==> src/rtl/lsu_rmw_if.sv <==
// Request/response handshake and data-memory port bundle for lsu_rmw.
interface lsu_rmw_if;
    logic        req_valid;
    logic        req_ready;
    logic        req_we;
    logic [2:0]  req_funct3;
    logic [63:0] req_addr;
    logic [63:0] req_wdata;
    logic        rsp_valid;
    logic [63:0] rsp_rdata;
    logic        rsp_err;
    logic [1:0]  rsp_err_code;
    logic [63:0] mem_A;
    logic [63:0] mem_WD;
    logic        mem_WE;
    logic [63:0] mem_RD;

    modport slave (
        input  req_valid, req_we, req_funct3, req_addr, req_wdata, mem_RD,
        output req_ready, rsp_valid, rsp_rdata, rsp_err, rsp_err_code,
        output mem_A, mem_WD, mem_WE
    );

    modport master (
        output req_valid, req_we, req_funct3, req_addr, req_wdata, mem_RD,
        input  req_ready, rsp_valid, rsp_rdata, rsp_err, rsp_err_code,
        input  mem_A, mem_WD, mem_WE
    );
endinterface

==> src/rtl/lsu_rmw.sv <==
// RV64 load/store unit over a 64-bit word memory; sub-word stores use read-modify-write.
// Optional: define MISALIGN_TRAP_EN to fault misaligned accesses instead of aligning them down.
module lsu_rmw #(
    parameter logic [63:0] ADDR_LIMIT  = 64'd8000,
    parameter logic [63:0] RESET_RDATA = 64'd0
) (
    input  logic       clk,
    input  logic       rst_n,
    lsu_rmw_if.slave   bus
);
    typedef enum logic {IDLE, WRITE} state_t;

    state_t      state;
    logic [63:0] merge_q, addr_q;

    logic        accept, illegal, misal, afault, fault, sub_st;
    logic [1:0]  sz, code;
    logic [3:0]  nbytes;
    logic [2:0]  amask;
    logic [5:0]  sh;
    logic [63:0] eaddr, lane, ext, mask, merged;
    logic [64:0] end_addr;

    always_comb begin
        sz      = bus.req_funct3[1:0];
        nbytes  = 4'd1 << sz;
        amask   = 3'(nbytes - 4'd1);
        illegal = bus.req_we ? bus.req_funct3[2] : (bus.req_funct3 == 3'b111);
`ifdef MISALIGN_TRAP_EN
        misal   = (bus.req_addr[2:0] & amask) != 3'd0;
        eaddr   = bus.req_addr;
`else
        misal   = 1'b0;
        eaddr   = {bus.req_addr[63:3], bus.req_addr[2:0] & ~amask};
`endif
        // 65-bit sum so addresses near 2^64 cannot wrap past the limit check
        end_addr = {1'b0, eaddr} + 65'(nbytes);
        afault   = end_addr > {1'b0, ADDR_LIMIT};
        if (illegal)     code = 2'd3;
        else if (misal)  code = 2'd1;
        else if (afault) code = 2'd2;
        else             code = 2'd0;
        fault  = code != 2'd0;
        accept = bus.req_valid && (state == IDLE);
        sub_st = bus.req_we && (sz != 2'd3);

        sh   = {eaddr[2:0], 3'b000};
        lane = bus.mem_RD >> sh;
        case (sz)
            2'd0:    ext = bus.req_funct3[2] ? {56'd0, lane[7:0]}  : {{56{lane[7]}},  lane[7:0]};
            2'd1:    ext = bus.req_funct3[2] ? {48'd0, lane[15:0]} : {{48{lane[15]}}, lane[15:0]};
            2'd2:    ext = bus.req_funct3[2] ? {32'd0, lane[31:0]} : {{32{lane[31]}}, lane[31:0]};
            default: ext = lane;
        endcase
        case (sz)
            2'd0:    mask = 64'h0000_0000_0000_00FF;
            2'd1:    mask = 64'h0000_0000_0000_FFFF;
            2'd2:    mask = 64'h0000_0000_FFFF_FFFF;
            default: mask = '1;
        endcase
        mask   = mask << sh;
        merged = (bus.mem_RD & ~mask) | ((bus.req_wdata << sh) & mask);

        bus.req_ready = (state == IDLE);
        bus.mem_A     = '0;
        bus.mem_WD    = '0;
        bus.mem_WE    = 1'b0;
        if (state == IDLE) begin
            bus.mem_A = {bus.req_addr[63:3], 3'b000};
            if (accept && bus.req_we && !fault && !sub_st) begin
                bus.mem_WE = 1'b1;
                bus.mem_WD = bus.req_wdata;
            end
        end else begin
            bus.mem_A  = addr_q;
            bus.mem_WD = merge_q;
            bus.mem_WE = 1'b1;
        end
    end

    always_ff @(posedge clk or negedge rst_n) begin
        if (!rst_n) begin
            state            <= IDLE;
            merge_q          <= '0;
            addr_q           <= '0;
            bus.rsp_valid    <= 1'b0;
            bus.rsp_err      <= 1'b0;
            bus.rsp_err_code <= 2'd0;
            bus.rsp_rdata    <= RESET_RDATA;
        end else begin
            bus.rsp_valid    <= 1'b0;
            bus.rsp_err      <= 1'b0;
            bus.rsp_err_code <= 2'd0;
            case (state)
                IDLE: if (accept) begin
                    if (fault) begin
                        bus.rsp_valid    <= 1'b1;
                        bus.rsp_err      <= 1'b1;
                        bus.rsp_err_code <= code;
                    end else if (!bus.req_we) begin
                        bus.rsp_valid <= 1'b1;
                        bus.rsp_rdata <= ext;
                    end else if (sub_st) begin
                        merge_q <= merged;
                        addr_q  <= {eaddr[63:3], 3'b000};
                        state   <= WRITE;
                    end else begin
                        bus.rsp_valid <= 1'b1;
                    end
                end
                WRITE: begin
                    state         <= IDLE;
                    bus.rsp_valid <= 1'b1;
                end
                default: state <= IDLE;
            endcase
        end
    end
endmodule
==> src/flat_wrapper.sv <==
// flat-port wrapper written by rule: the top's interface ports become plain ports
module lsu_rmw_flat 
#(
    parameter logic [63:0] ADDR_LIMIT  = 64'd8000,
    parameter logic [63:0] RESET_RDATA = 64'd0
)
  (clk, rst_n, bus_req_valid, bus_req_we, bus_req_funct3, bus_req_addr, bus_req_wdata, bus_mem_RD, bus_req_ready, bus_rsp_valid, bus_rsp_rdata, bus_rsp_err, bus_rsp_err_code, bus_mem_A, bus_mem_WD, bus_mem_WE);
  lsu_rmw_if bus_i ();
  input  logic clk;
  input  logic rst_n;
  input wire logic [$bits(bus_i.req_valid)-1:0] bus_req_valid;
  input wire logic [$bits(bus_i.req_we)-1:0] bus_req_we;
  input wire logic [$bits(bus_i.req_funct3)-1:0] bus_req_funct3;
  input wire logic [$bits(bus_i.req_addr)-1:0] bus_req_addr;
  input wire logic [$bits(bus_i.req_wdata)-1:0] bus_req_wdata;
  input wire logic [$bits(bus_i.mem_RD)-1:0] bus_mem_RD;
  output wire logic [$bits(bus_i.req_ready)-1:0] bus_req_ready;
  output wire logic [$bits(bus_i.rsp_valid)-1:0] bus_rsp_valid;
  output wire logic [$bits(bus_i.rsp_rdata)-1:0] bus_rsp_rdata;
  output wire logic [$bits(bus_i.rsp_err)-1:0] bus_rsp_err;
  output wire logic [$bits(bus_i.rsp_err_code)-1:0] bus_rsp_err_code;
  output wire logic [$bits(bus_i.mem_A)-1:0] bus_mem_A;
  output wire logic [$bits(bus_i.mem_WD)-1:0] bus_mem_WD;
  output wire logic [$bits(bus_i.mem_WE)-1:0] bus_mem_WE;
  assign bus_i.req_valid = bus_req_valid;
  assign bus_i.req_we = bus_req_we;
  assign bus_i.req_funct3 = bus_req_funct3;
  assign bus_i.req_addr = bus_req_addr;
  assign bus_i.req_wdata = bus_req_wdata;
  assign bus_i.mem_RD = bus_mem_RD;
  assign bus_req_ready = bus_i.req_ready;
  assign bus_rsp_valid = bus_i.rsp_valid;
  assign bus_rsp_rdata = bus_i.rsp_rdata;
  assign bus_rsp_err = bus_i.rsp_err;
  assign bus_rsp_err_code = bus_i.rsp_err_code;
  assign bus_mem_A = bus_i.mem_A;
  assign bus_mem_WD = bus_i.mem_WD;
  assign bus_mem_WE = bus_i.mem_WE;
  lsu_rmw #(.ADDR_LIMIT(ADDR_LIMIT), .RESET_RDATA(RESET_RDATA)) u_core (.clk(clk), .rst_n(rst_n), .bus(bus_i));
endmodule
==> config.mk <==
export PLATFORM = sky130hd
export DESIGN_NAME = lsu_rmw_flat
export DESIGN_NICKNAME = d
export VERILOG_FILES = /design/src/rtl/lsu_rmw_if.sv /design/src/rtl/lsu_rmw.sv /design/src/flat_wrapper.sv
export SDC_FILE = /design/constraint.sdc
export NUM_CORES = 1
export LEC_CHECK = 0
export CAP_MARGIN = 20
export CORE_MARGIN = 1
export CORE_UTILIZATION = 51
export CTS_BUF_LIST = sky130_fd_sc_hd__clkbuf_8
export DETAILED_ROUTE_END_ITERATION = 10
export DONT_BUFFER_PORTS = 1
export GPL_TIMING_DRIVEN = 0
export PLACE_DENSITY = 0.66
export SLEW_MARGIN = 20
export SYNTH_ARGS = -nofsm -noshare
export SYNTH_HDL_FRONTEND = slang
export SYNTH_SLANG_ARGS = --single-unit
==> constraint.sdc <==
create_clock -name clk -period 9.25 [get_ports clk]
set_input_delay 1.85 -clock clk [delete_from_list [all_inputs] [get_ports clk]]
set_output_delay 1.85 -clock clk [all_outputs]
set_load 0.03 [all_outputs]
* Word level (Yosys, flattened, before mapping)
Index checks and enable logic that the tools add are counted.
** Storage, ports and cells
- Bits in registers :: 194
- Word-level logic and storage cells :: 67
- Output and inout port bits :: 198
** Operators by class
- Eq/ne operators :: 4
- Shift-type cells :: 4
- Muxes and demuxes :: 29
- Bitwise gates (word level) :: 9
- $lt $le $gt $ge :: 1
- Reduce and logical (&&, ||, !) cells :: 11
- Add/sub/neg operators :: 2
** Operators with widths (count)
- $mux W64 :: 6
- $pmux W64 S3 :: 2
- $and A64 B64 Y64 :: 2
- $shl A64 B6 Y64 :: 2
- $add A64 B4 Y65 :: 1
- $gt A65 B13 Y1 const B :: 1
- $not A64 Y64 :: 1
- $or A64 B64 Y64 :: 1
- $shr A64 B6 Y64 :: 1
- $mux W1 :: 14
- $mux W2 :: 5
- $logic_and A1 B1 Y1 :: 5
- $reduce_and A5 Y1 :: 1
- $pmux W1 S2 :: 2
- $reduce_and A4 Y1 :: 1
- $shl A1 B2 Y4 const A :: 1
- $and A3 B3 Y3 :: 1
- $eq A3 B3 Y1 const B :: 1
- $not A1 Y1 :: 3
- $not A3 Y3 :: 1
- $sub A3 B1 Y3 const B :: 1
- $eq A2 B1 Y1 const B :: 1
- $eq A2 B2 Y1 const B :: 1
- $logic_not A1 Y1 :: 2
- 3 further kinds :: 3

* Logic depth before layout (Yosys ltp)
- Word-level depth :: 14
- Mapped depth :: 21
- Mapped depth without buffers :: 13

* Worst setup path before layout
No wires, ideal clock.
- Path type :: input to output
- Start point :: in bus_req_funct3[0]
- End point :: out bus_mem_WD[10]
- Path buffers :: 9
- Arrival time :: 6.556 ns
- Cell stages on the path :: 21
- Slack :: 0.844 ns
- Cell sequence :: buf_2 or3b_2 clkbuf_1 inv_1 clkbuf_1 clkbuf_1 clkbuf_1 buf_1 ha_1 or3_1 o22a_1 and4_1 clkbuf_1 nand2_1 a2111oi_2 nand4_1 nor4_4 and4_1 buf_2 buf_2 a22o_1
** Between the ends
- Longest elaborated chain between the ends :: 14
- Elaborated cells between the ends (all ways) :: 19
- Those cells by class :: add/sub (2); order compare (1); eq/ne (2); shift (1); mux (5); bitwise (2); reduce/logical (6)
** RTL lines
- from (decl) :: line flat_wrapper.sv:13 : input wire logic [$bits(bus_i.req_funct3)-1:0] bus_req_funct3;
- $shl A1 B2 Y4 :: line lsu_rmw.sv:26 : nbytes = 4'd1 << sz;
- $sub A3 B1 Y3 :: line lsu_rmw.sv:27 : amask = 3'(nbytes - 4'd1);
- $not A3 Y3 :: line lsu_rmw.sv:34 : eaddr = {bus.req_addr[63:3], bus.req_addr[2:0] & ~amask};
- $and A3 B3 Y3 :: line lsu_rmw.sv:34
- $add A64 B4 Y65 :: line lsu_rmw.sv:37 : end_addr = {1'b0, eaddr} + 65'(nbytes);
- $gt A65 B13 Y1 :: line lsu_rmw.sv:38 : afault = end_addr > {1'b0, ADDR_LIMIT};
- $mux W2 :: line lsu_rmw.sv:41 : else if (afault) code = 2'd2;
- $mux W2 :: line lsu_rmw.sv:39 : if (illegal) code = 2'd3;
- $reduce_bool A2 Y1 :: line lsu_rmw.sv:43 : fault = code != 2'd0;
- $logic_not A1 Y1 :: line lsu_rmw.sv:70 : if (accept && bus.req_we && !fault && !sub_st) begin
- $logic_and A1 B1 Y1 :: line lsu_rmw.sv:70
- $logic_and A1 B1 Y1 * :: line lsu_rmw.sv:70
- $mux W64 * :: line lsu_rmw.sv:70
- $mux W64 * :: line lsu_rmw.sv:68 : if (state == IDLE) begin
- to (decl) :: line flat_wrapper.sv:23 : output wire logic [$bits(bus_i.mem_WD)-1:0] bus_mem_WD;
Every way passes the cells marked *; elsewhere a longest branch is shown, timed or not.

* Worst setup path in the final report
- Start point :: in bus_req_funct3[1]
- End point :: out bus_mem_WD[33]
Same word-level chain as after synthesis.

==> reports/results.md <==
| Item | This run |
|:---|:---|
| Path type of the worst setup path | primary input to output port |
| Met2 demand-to-capacity share in global routing | 55.2% |
| Power per Cell Area | 116 mW/mm² |
| Number of global-route vias before repair | 12000 |
| Yosys warning count | 0 |
| Count of cells along the worst hold path | 1 |
| Yosys reg bits | 193 |
| Setup repair after global routing missed its margin | false |
| Cell Rows | 61 |
| Final Critical Period | 8.97 ns |
| Largest net degree at the start of global routing | 194 |
| Worst hold margin | 0.491 ns |
| Wire length per cell after detailed routing | 29.9 µm |
| Launching element type of the critical path | primary input |
| Max VDD drop | 0.0000845 V |
| Wire length of the first global-routing pass | 82100 µm |
| IO Port Bufs | 0 |
| CTS tree | built |
| Hold crit path type | register to register |
| Share of flip-flops with an asynchronous set or reset after synthesis | 100% |
| Share of the core filled with cells | 55.1% |
| Clock skew | 0.0118 ns |
| FF-to-FF path depth | 10 |
| Origin of the critical flop-to-flop path | u_core.state |
| Synthesized area per cell | 9.65 µm² |
| Sequential-to-total area share from yosys stat | 33.6% |
| Reported net switching power | 0.000578 W |
| Total global-route track usage | 39.3% |
| Required time of the worst setup path | 7.40 ns |
| Die footprint | 0.0288 mm² |
| Max-slew violations | 0 |
| Syn-to-layout area delta | 6.48% |
| Power share of the clock group | 32.7% |
| Leftover overflow at the end of global routing | 0 |
| Detailed placer's ending HPWL | 44400 µm |
| Max-slew headroom | 27.7% |
| Post-route design area | 0.0153 mm² |
| End point of the critical path | bus_mem_WD[33] |
| Die extent in y | 170 µm |
| Number of buffers inserted during clock tree synthesis | 17 |
| Vias per Instance | 6.76 |
| Post-detailed-route DRC marker count | 0 |
| Origin of the worst setup path | bus_req_funct3[1] |
| Max H-tree Level | 4 |
| Main synth FF type | sky130_fd_sc_hd__dfrtp_1 |
| Hold Violations, Final | 0 |
| CP Max Fanout | 10 |
| Synth Instances | 1488 |
| Routed wire length | 57000 µm |
| Overall die width | 170 µm |
| Net count reported at finish | 1712 |
| Initial antenna violation count | 1 |
| Part of the total power dissipated in combinational logic | 19.6% |
| Final setup fails | 0 |
| Pleak | 6.72 nW |
| Max-cap violations | 0 |
| Synth cell types | 73 |
| Arrival time reported for the critical path endpoint | 7.12 ns |
| Sequential group share of total power | 47.7% |
| Area of the core | 0.0278 mm² |
| Crit Reg-Reg Endpoint | u_core.addr_q[63] |
| Clock root cell | sky130_fd_sc_hd__clkbuf_8 |
| Worst-Margin Slew | 1.08 ns |
| Clk_lat worst skew | 0.51 ns |
| Routability cong. | 1.03 |
| Outcome | complete, no violations |
| EDFF count, synth | 0 |
| Number of top-level pins | 397 |
| Fmax | 111 MHz |
| Post-route fraction of the period consumed by the critical path | 97.0% |
| Cts-stage hold buffer count | 0 |
| Type of element capturing the critical path | output port |
| Drt initial violations | 1497 |
| Setup slack of the worst register-to-register path | 6.51 ns |
| Number of nets still failing antenna checks after routing | 0 |
| Placement Cell Area | 0.0148 mm² |
| CTS sink count | 193 |
| Global Route met1 Usage | 56.4% |
| Switching fraction of total power | 32.6% |
| Global Route met3 Usage | 12.1% |
| Internal power component | 0.00119 W |
| Most used routing layer in global routing | met1 |
| Netlist area before placement | 0.0144 mm² |
| Clock transition at the registers of the reported paths | 0.09 ns |
| Bufs on Longest Clock Path | 2 |
| Iteration count of the initial detailed-routing pass | 5 |
| Total via count after detailed routing | 12900 |
| Initial Util | 51.7% |
| Layout cells sized above 1 | 22.3% |
==> placed cells by master, fill, tap and decap left out, types with 29 or more instances in the layout <==
cell type                    n
sky130_fd_sc_hd__a21oi_1   107
sky130_fd_sc_hd__mux2_4     51
sky130_fd_sc_hd__a22o_1     57
sky130_fd_sc_hd__mux4_2     46
sky130_fd_sc_hd__and2_1     52
sky130_fd_sc_hd__dfrtp_1   193
sky130_fd_sc_hd__mux2i_1    68
sky130_fd_sc_hd__nand3_1    29
sky130_fd_sc_hd__mux2_2    130
sky130_fd_sc_hd__nor2_1     92
sky130_fd_sc_hd__nand4_1    31
sky130_fd_sc_hd__clkbuf_1   55
sky130_fd_sc_hd__o21ai_0    80
sky130_fd_sc_hd__inv_1      47
sky130_fd_sc_hd__and3_1     32
sky130_fd_sc_hd__nand2_1   167
==> logic make-up (layout without fill, tap and decap cells) <==
group,after synthesis,count (layout),synth area share [%]
compound gates,315,315,13.9
xor+xnor,25,25,1.52
mux,295,295,27.5
simple gates,494,494,17.5
fa+ha+maj,3,3,0.261
flops,193,193,33.6
buf+inv,162,195,5.75
other cells,1,6,0.0261
==> registers in the layout (all words and copies together) (netlist names) <==
signal / cells
u_core.bus.rsp_err: 1
u_core.bus.rsp_rdata: 64
u_core.merge_q: 64
u_core.addr_q: 61
u_core.bus.rsp_valid: 1
u_core.state: 1
u_core.bus.rsp_err_code: 1
==> cell usage after synthesis (all sizes together), types with 4 or more instances <==
| cell type | instances | area, µm² |
|---|---|---|
| dfrtp | 193 | 4830 |
| mux2 | 181 | 2230 |
| nand2 | 168 | 631 |
| a21oi | 107 | 536 |
| nor2 | 93 | 352 |
| o21ai | 81 | 405 |
| clkbuf | 68 | 260 |
| mux2i | 68 | 681 |
| a22o | 64 | 561 |
| and2 | 53 | 332 |
| buf | 48 | 393 |
| inv | 46 | 173 |
| mux4 | 46 | 1040 |
| nand4 | 34 | 249 |
| and3 | 32 | 200 |
| nand3 | 29 | 145 |
| nor3 | 25 | 130 |
| nor4 | 20 | 161 |
| a31oi | 17 | 106 |
| xnor2 | 16 | 140 |
| xor2 | 9 | 78.8 |
| or4 | 8 | 75.1 |
| and4 | 7 | 63.8 |
| nand2b | 6 | 37.5 |
| a311oi | 5 | 43.8 |
| a41oi | 4 | 35.0 |
| nor2b | 4 | 25.0 |
| o221ai | 4 | 35.0 |
| o22ai | 4 | 31.3 |
==> cell type report <==
cell class | instances | area, µm²
Buffer | 111 | 641
Multi-Input combinational cell | 1135 | 8740
Tap cell | 378 | 473
Inverter | 46 | 180
Timing Repair Buffer | 6 | 45.0
Fill cell | 2605 | 12500
Clock buffer | 18 | 248
Antenna cell | 3 | 7.51
Sequential cell | 193 | 4830
Clock inverter | 14 | 130
==> per-stage QoR <==
step | std cells | setup slack, ns | setup TNS, ns | power, W
CTS | 1902 | 0.0108 | 0 | 0.00176
detailed placement | 1868 | -0.740 | -43.62 | 0.00120
global placement | 1868 | -0.803 | -47.48 | 0.00120
floorplan | 1490 | 0.844 | 0 | 0.00111
global route | 1901 | 0.000346 | 0 | 0.00183
finish | 1904 | 0.275 | 0 | 0.00177
==> power by group through the flow <==
| stage | Sequential (W) | Combinational (W) | Clock, W |
|---|---|---|---|
| detailed placement | 0.000862 | 0.000334 | 0 |
| floorplan | 0.000862 | 0.000249 | 0 |
| global placement | 0.000862 | 0.000334 | 0 |
| CTS | 0.000845 | 0.000336 | 0.000581 |
| finish | 0.000845 | 0.000347 | 0.000578 |
| global route | 0.000846 | 0.000369 | 0.000614 |
==> worst min path at each step <==
stage	from	to	slack, ns
detailed placement	u_core.addr_q[35]	u_core.addr_q[35]	0.47
global placement	u_core.addr_q[51]	u_core.addr_q[51]	0.46
global route	u_core.addr_q[34]	u_core.addr_q[34]	0.50
finish	u_core.addr_q[35]	u_core.addr_q[35]	0.49
CTS	u_core.addr_q[34]	u_core.addr_q[34]	0.49
floorplan	u_core.addr_q[14]	u_core.addr_q[14]	0.45
==> metal layers <==
| metal | vias to the layer above | part of all wire [%] |
|---|---|---|
| met4 | 0 | 3.6 |
| li1 | 5493 | - |
| met5 | - | 0 |
| met1 | 6337 | 42 |
| met3 | 118 | 12 |
| met2 | 927 | 42 |
==> critical path: stages <==
cell	delay [ns]
sky130_fd_sc_hd__clkbuf_1	0.28
sky130_fd_sc_hd__nand2_1	0.26
sky130_fd_sc_hd__nand2_4	0.22
sky130_fd_sc_hd__clkinvlp_4	0.17
sky130_fd_sc_hd__clkbuf_2	0.25
sky130_fd_sc_hd__clkbuf_2	0.29
sky130_fd_sc_hd__ha_1	0.31
sky130_fd_sc_hd__or3_1	0.43
sky130_fd_sc_hd__o22a_1	0.28
sky130_fd_sc_hd__nand4_1	0.17
sky130_fd_sc_hd__buf_2	0.27
sky130_fd_sc_hd__nand2_1	0.11
sky130_fd_sc_hd__a2111oi_2	0.38
sky130_fd_sc_hd__nand4_1	0.20
sky130_fd_sc_hd__nor4_4	0.44
sky130_fd_sc_hd__and4_1	0.24
sky130_fd_sc_hd__buf_2	0.31
sky130_fd_sc_hd__buf_2	0.28
sky130_fd_sc_hd__a22o_1	0.36
==> repair_timing <==
item                                    in CTS  in global routing
gates resized for setup                      7                 11
hold endpoints to repair                     0                  0
endpoints found under the setup margin      65                 64
setup buffers                                4                  2
pin swaps                                    1                  0
Note: power is estimated with default switching activity, not from simulation.
